===== src/rtl/dsp_acc_drain.sv =====
// ---------------------------------------------------------------------------
// dsp_acc_drain
//   Drain stage behind dsp_group. dsp_group produces a signed 16-bit partial
//   sum (res) LAT cycles after a beat is presented to it, but it carries no
//   valid or stall. This block runs the beat tags through a matching LAT-deep
//   delay line, accumulates res over each group of beats, and saturates the
//   group sum to 16 bits. Each result is queued in a small first-word-fall-
//   through FIFO with a valid/ready output. The feeder gets a credit
//   (issue_ok) so that it only closes a group when a FIFO slot is reserved.
//
// Ports
//   clk, rstn   clock; synchronous active-low reset
//   clr         soft flush of delay line, accumulator and FIFO (stickies kept)
//   beat_valid  a beat enters dsp_group this cycle
//   beat_last   that beat closes the current group
//   res         dsp_group partial sum, signed, aligned LAT cycles after beat
//   issue_ok    a group may be closed this cycle
//   out_valid / out_ready / out_data / out_sat / out_cnt
//               FIFO head: saturated sum, clip flag, beats in group
//   acc_ovf     sticky: accumulator wrapped (signed overflow)
//   drop_err    sticky: a group closed with the FIFO full; result discarded
//   busy        beats still in flight or a group partially accumulated
// ---------------------------------------------------------------------------
module dsp_acc_drain #(
    parameter int LAT        = 7,
    parameter int ACC_W      = 32,
    parameter int FIFO_DEPTH = 4,
    parameter int CNT_W      = 16
) (
    input  logic                    clk,
    input  logic                    rstn,
    input  logic                    clr,
    input  logic                    beat_valid,
    input  logic                    beat_last,
    input  logic signed [15:0]      res,
    output logic                    issue_ok,
    output logic                    out_valid,
    input  logic                    out_ready,
    output logic signed [15:0]      out_data,
    output logic                    out_sat,
    output logic [CNT_W-1:0]        out_cnt,
    output logic                    acc_ovf,
    output logic                    drop_err,
    output logic                    busy
);
    localparam int PTR_W  = $clog2(FIFO_DEPTH);
    localparam int OCC_W  = PTR_W + 1;
    localparam int LCNT_W = $clog2(LAT + 1);

    localparam logic signed [ACC_W-1:0] SAT_HI = ACC_W'(32767);
    localparam logic signed [ACC_W-1:0] SAT_LO = ~SAT_HI;

    function automatic logic signed [15:0] sat16(input logic signed [ACC_W-1:0] v);
        if (v > SAT_HI) return 16'h7FFF;
        if (v < SAT_LO) return 16'h8000;
        return v[15:0];
    endfunction

    function automatic logic clip16(input logic signed [ACC_W-1:0] v);
        return (v > SAT_HI) || (v < SAT_LO);
    endfunction

    // Two same-signed operands giving a result of the other sign means wrap.
    function automatic logic add_ovf(input logic signed [ACC_W-1:0] a,
                                     input logic signed [ACC_W-1:0] b,
                                     input logic signed [ACC_W-1:0] s);
        return (a[ACC_W-1] == b[ACC_W-1]) && (s[ACC_W-1] != a[ACC_W-1]);
    endfunction

    // ---- tag delay line: bit LAT-1 lines up with res this cycle ----
    logic [LAT-1:0] vld_dl;
    logic [LAT-1:0] lst_dl;
    logic           vld_p0;
    logic           lst_p0;
    logic           run_q;

    always_ff @(posedge clk) begin
        if (!rstn || clr) begin
            vld_dl <= '0;
            lst_dl <= '0;
        end else begin
            vld_dl <= {vld_dl[LAT-2:0], beat_valid};
            lst_dl <= {lst_dl[LAT-2:0], beat_valid & beat_last};
        end
    end

    assign vld_p0 = vld_dl[LAT-1];
    assign lst_p0 = lst_dl[LAT-1];

    // Holds issue_ok low while reset or clr is applied.
    always_ff @(posedge clk) begin
        if (!rstn) run_q <= 1'b0;
        else       run_q <= ~clr;
    end

    // ---- p0: accumulate aligned res ----
    logic signed [ACC_W-1:0] acc_p0;
    logic signed [ACC_W-1:0] res_ext_p0;
    logic signed [ACC_W-1:0] sum_p0;
    logic [CNT_W-1:0]        cnt_p0;
    logic [CNT_W-1:0]        cnt_nxt_p0;

    assign res_ext_p0 = {{(ACC_W-16){res[15]}}, res};
    assign sum_p0     = acc_p0 + res_ext_p0;
    assign cnt_nxt_p0 = cnt_p0 + CNT_W'(1);

    // Closing beat clears acc/cnt on the same edge it pushes, so the next
    // group can start in the very next cycle.
    always_ff @(posedge clk) begin
        if (!rstn || clr) begin
            acc_p0 <= '0;
            cnt_p0 <= '0;
        end else if (vld_p0) begin
            if (lst_p0) begin
                acc_p0 <= '0;
                cnt_p0 <= '0;
            end else begin
                acc_p0 <= sum_p0;
                cnt_p0 <= cnt_nxt_p0;
            end
        end
    end

    // ---- p1: result FIFO ----
    logic signed [15:0] mem_data [FIFO_DEPTH];
    logic               mem_sat  [FIFO_DEPTH];
    logic [CNT_W-1:0]   mem_cnt  [FIFO_DEPTH];
    logic [PTR_W-1:0]   wr_ptr;
    logic [PTR_W-1:0]   rd_ptr;
    logic [OCC_W-1:0]   fifo_cnt;
    logic               full;
    logic               pop;
    logic               push_p0;
    logic               wr_en;
    logic               drop_p0;

    assign full      = (fifo_cnt == OCC_W'(FIFO_DEPTH));
    assign out_valid = (fifo_cnt != '0);
    assign pop       = out_valid & out_ready;
    assign push_p0   = vld_p0 & lst_p0;
    // A pop in the same cycle frees the slot, so a full FIFO still accepts.
    assign wr_en     = push_p0 & (~full | pop);
    assign drop_p0   = push_p0 & full & ~pop;

    always_ff @(posedge clk) begin
        if (wr_en) begin
            mem_data[wr_ptr] <= sat16(sum_p0);
            mem_sat[wr_ptr]  <= clip16(sum_p0);
            mem_cnt[wr_ptr]  <= cnt_nxt_p0;
        end
    end

    always_ff @(posedge clk) begin
        if (!rstn || clr) begin
            wr_ptr   <= '0;
            rd_ptr   <= '0;
            fifo_cnt <= '0;
        end else begin
            if (wr_en) wr_ptr <= wr_ptr + PTR_W'(1);
            if (pop)   rd_ptr <= rd_ptr + PTR_W'(1);
            fifo_cnt <= fifo_cnt + OCC_W'(wr_en) - OCC_W'(pop);
        end
    end

    // Storage is not reset; the head is masked so an empty FIFO reads as 0.
    assign out_data = out_valid ? mem_data[rd_ptr] : '0;
    assign out_sat  = out_valid ? mem_sat[rd_ptr]  : 1'b0;
    assign out_cnt  = out_valid ? mem_cnt[rd_ptr]  : '0;

    // ---- sticky error flags (only reset clears them) ----
    always_ff @(posedge clk) begin
        if (!rstn) begin
            acc_ovf  <= 1'b0;
            drop_err <= 1'b0;
        end else if (!clr) begin
            if (vld_p0 && add_ovf(acc_p0, res_ext_p0, sum_p0)) acc_ovf <= 1'b1;
            if (drop_p0) drop_err <= 1'b1;
        end
    end

    // ---- credit: slots not yet claimed by queued or in-flight groups ----
    logic [LCNT_W-1:0] lst_inflight;

    always_comb begin
        lst_inflight = '0;
        for (int i = 0; i < LAT; i++) begin
            lst_inflight = lst_inflight + LCNT_W'(lst_dl[i]);
        end
    end

    assign issue_ok = run_q && ((32'(fifo_cnt) + 32'(lst_inflight)) < 32'(FIFO_DEPTH));
    assign busy     = (|vld_dl) | (cnt_p0 != '0);

endmodule


===== config.mk =====
export PLATFORM = sky130hd
export DESIGN_NAME = dsp_acc_drain
export DESIGN_NICKNAME = d
export VERILOG_FILES = /design/src/rtl/dsp_acc_drain.sv
export SDC_FILE = /design/constraint.sdc
export NUM_CORES = 1
export LEC_CHECK = 0
export ABC_AREA = 1
export CAP_MARGIN = 20
export CORE_ASPECT_RATIO = 0.7
export CORE_MARGIN = 2
export CORE_UTILIZATION = 65
export DETAILED_ROUTE_END_ITERATION = 6
export GPL_ROUTABILITY_DRIVEN = 0
export PLACE_DENSITY_LB_ADDON = 0.25
export SLEW_MARGIN = 30
export SYNTH_ARGS = -nofsm -noshare
export SYNTH_HDL_FRONTEND = slang
export SYNTH_SLANG_ARGS = --single-unit

===== constraint.sdc =====
create_clock -name clk -period 6.7 [get_ports clk]
set_clock_uncertainty 0.15 [all_clocks]
set_input_delay 1.34 -clock clk [delete_from_list [all_inputs] [get_ports clk]]
set_output_delay 1.34 -clock clk [all_outputs]
set_load 0.1 [all_outputs]

==> results.json <==
{
  "outcome": "finished, final reports clean",
  "finalWorstSetupSlack_ns": 1.01,
  "worstSetupPathType": "flop to output pin",
  "vdd_drop_max_mv": 0.217,
  "postCtsSetupBuffers": 0,
  "cp-end-kind": "output pin",
  "min_path_type": "flop to flop",
  "synth.most_common_cell": "nand2_1",
  "final.min_clock_period_ns": 5.69,
  "clk_path_buf_depth": 3,
  "place_inst": 1594,
  "vias": 9270,
  "synthesis.nets": 1410,
  "crit_end": "issue_ok",
  "ys_ff_latch": 206,
  "finalPower_uw": 2640,
  "cts_hold_buf": 0,
  "n_antenna_cell": 0,
  "finalHoldViolCount": 0,
  "synth_common_cells": "nand2_1 (329), nor2_1 (218), inv_1 (158), edfxtp_1 (132), a21oi_1 (105)",
  "io_pins": 60,
  "ff2ff_path_depth": 16,
  "r2r_slack_ns": 3.41,
  "postSynthCellCount": 1339,
  "setup-tns-final_ns": 0,
  "cts_root_buf": "clkbuf_16",
  "worstHoldStart": "vld_dl[5]",
  "rsz0062_at_grt": "no",
  "io_buffer_count": 59,
  "yosysTopAreaCell": "edfxtp_1",
  "crit_start": "lst_dl[0]",
  "core_mm2": 0.0163,
  "drt_iter0_drc": 1040,
  "yosys-top-cells-area": "edfxtp_1 (36%), dfxtp_1 (14%), nand2_1 (11%), nor2_1 (7.5%), inv_1 (5.5%)",
  "start_util_pct": 66.6,
  "fmax_mhz": 176,
  "wire_per_inst_um": 16.6,
  "period_share_pct": 84.9,
  "dpl.hpwl_um": 18400,
  "timing.slew.headroom_pct": 32.7,
  "grt.overflow.total": 0,
  "clock_latency_ns": 0.51,
  "htreeDepth": 1,
  "seq_area_frac_synth_pct": 50.0,
  "cts_tree": "yes",
  "r2r_end": "mem_data[3][3]",
  "finalNonFillerCells": 1630,
  "antenna_found_initial": 0,
  "yosys_warnings": 0,
  "rr_startpoint": "acc_p0[0]",
  "critPathLaunchType": "flop",
  "dieArea_mm2": 0.0178,
  "cts_sinks": 206,
  "p_per_area_mw_per_mm2": 211,
  "drive_above_1_share_pct": 7.33,
  "area_growth_pct": 14.9,
  "synth_edf_count": 132,
  "synthArstFlopShare_pct": 0,
  "yosysTopAreaCellShare_pct": 36.4,
  "synth_cell_types": 37,
  "synth_area_mm2": 0.0109,
  "finalSetupViolCount": 0,
  "worst_pin_slew_ns": 1.01,
  "critical_path_arrival_ns": 4.20,
  "nets": 1462,
  "viasPerCell": 5.69,
  "rows": 39,
  "critical_path_required_ns": 5.21,
  "grt_max_degree": 67,
  "die_y_um": 112,
  "p_leak_uw": 0.00522,
  "grt_pass1_vias": 8589,
  "die_w_um": 159,
  "drt_wl_total_um": 27100,
  "cts.clk_slew.worst_paths_ns": 0.06,
  "syn_area_per_cell_um2": 8.13,
  "slew_violations": 0,
  "drt-pass1-iter-count": 6,
  "synth-main-ff-cell": "edfxtp_1",
  "ctsResizeCount": 0,
  "worstPathMaxFanout": 2,
  "grt_first_pass_wirelength_um": 42800,
  "fin_worst_hold_slack_ns": 0.284,
  "drc": 0,
  "cts_buffers": 20,
  "ant_nets": 0,
  "pre_cts_slack_ns": 1.49,
  "max_cap_viol_count": 0,
  "grt_util_all_layers_pct": 30.8
}
[logic make-up after synthesis]
logic type | share of synthesized area (%)
simple gates | 25.2
xor+xnor | 2.32
mux | 0.0920
flops | 50.0
fa+ha+maj | 5.98
buf+inv | 7.29
compound gates | 9.11
[layout by cell type, fill, tap and decap left out, types with 3 or more instances in the layout]
| master | instances |
|---|---|
| xnor2_1 | 3 |
| a21oi_1 | 105 |
| inv_2 | 6 |
| clkbuf_16 | 21 |
| nand3_2 | 6 |
| nand3_1 | 43 |
| nor2_4 | 7 |
| ha_1 | 44 |
| nor4_1 | 3 |
| o21ai_0 | 78 |
| dfxtp_1 | 73 |
| nand4_1 | 13 |
| a21oi_2 | 4 |
| nor3_2 | 4 |
| clkdlybuf4s50_1 | 59 |
| clkinv_2 | 4 |
| inv_1 | 157 |
| edfxtp_1 | 132 |
| clkbuf_8 | 4 |
| xor2_1 | 24 |
| nor2_1 | 213 |
| fa_1 | 5 |
| nand3b_1 | 3 |
| nor3_1 | 10 |
| buf_4 | 7 |
| nand2_1 | 329 |
| nor2_2 | 6 |
| buf_16 | 4 |
| nand2_2 | 15 |
[power breakdown]
part	leakage [uW]	switching, uW	internal [uW]
Clock	0.000343	483	698
Sequential	0.00179	0.393	1340
Combinational	0.00308	77.8	35.5
[state kept, by name, indices dropped and copies added, names as in the netlist, named ones only]
register / flops
acc_ovf: 1
rd_ptr: 2
cnt_p0: 16
fifo_cnt: 3
mem_sat: 4
acc_p0: 32
lst_dl: 7
drop_err: 1
run_q: 1
wr_ptr: 2
mem_data: 64
vld_dl: 7
mem_cnt: 64
[worst min-delay path by stage]
stage / slack, ns / end / depth (start not counted)
3_3_place_gp: 0.27 / lst_dl[3] / 2
6_report: 0.28 / vld_dl[6] / 2
4_1_cts: 0.29 / vld_dl[6] / 2
2_1_floorplan: 0.26 / lst_dl[3] / 2
3_5_place_dp: 0.28 / vld_dl[6] / 2
5_1_grt: 0.30 / vld_dl[6] / 2
[cell type report]
type | instances | area, um2
tap | 225 | 282
timing repair buffer | 72 | 783
multi-input combinational | 928 | 4680
sequential | 206 | 5450
fill | 1156 | 3850
clock buffer | 27 | 588
clock inverter | 9 | 105
inverter | 163 | 612
[per-layer routing]
| layer | GRT usage (%) | wire length, um |
|---|---|---|
| met1 | 46.9 | 11900 |
| met2 | 45.7 | 11600 |
| met3 | 6.14 | 3060 |
| met5 | 0 | 0 |
| met4 | 7.21 | 557 |
[critical path, cell delays in order, from the launching register on]
cell and delay (ns):
dfxtp_1 0.33, fa_1 0.53, inv_1 0.05, fa_1 0.47
inv_1 0.05, fa_1 0.36, ha_1 0.28, a31o_2 0.20
xor2_1 0.13, nor3_1 0.14, clkdlybuf4s50_1 1.16
[per-stage QoR]
stage	area, um2	util [%]
after global placement	11700	71.4
after global routing	12500	76.5
after floorplan	10900	-
final	12500	76.5
after detailed placement	11800	72.2
after CTS	12500	76.5
Note: power is estimated with default switching activity, not from simulation.
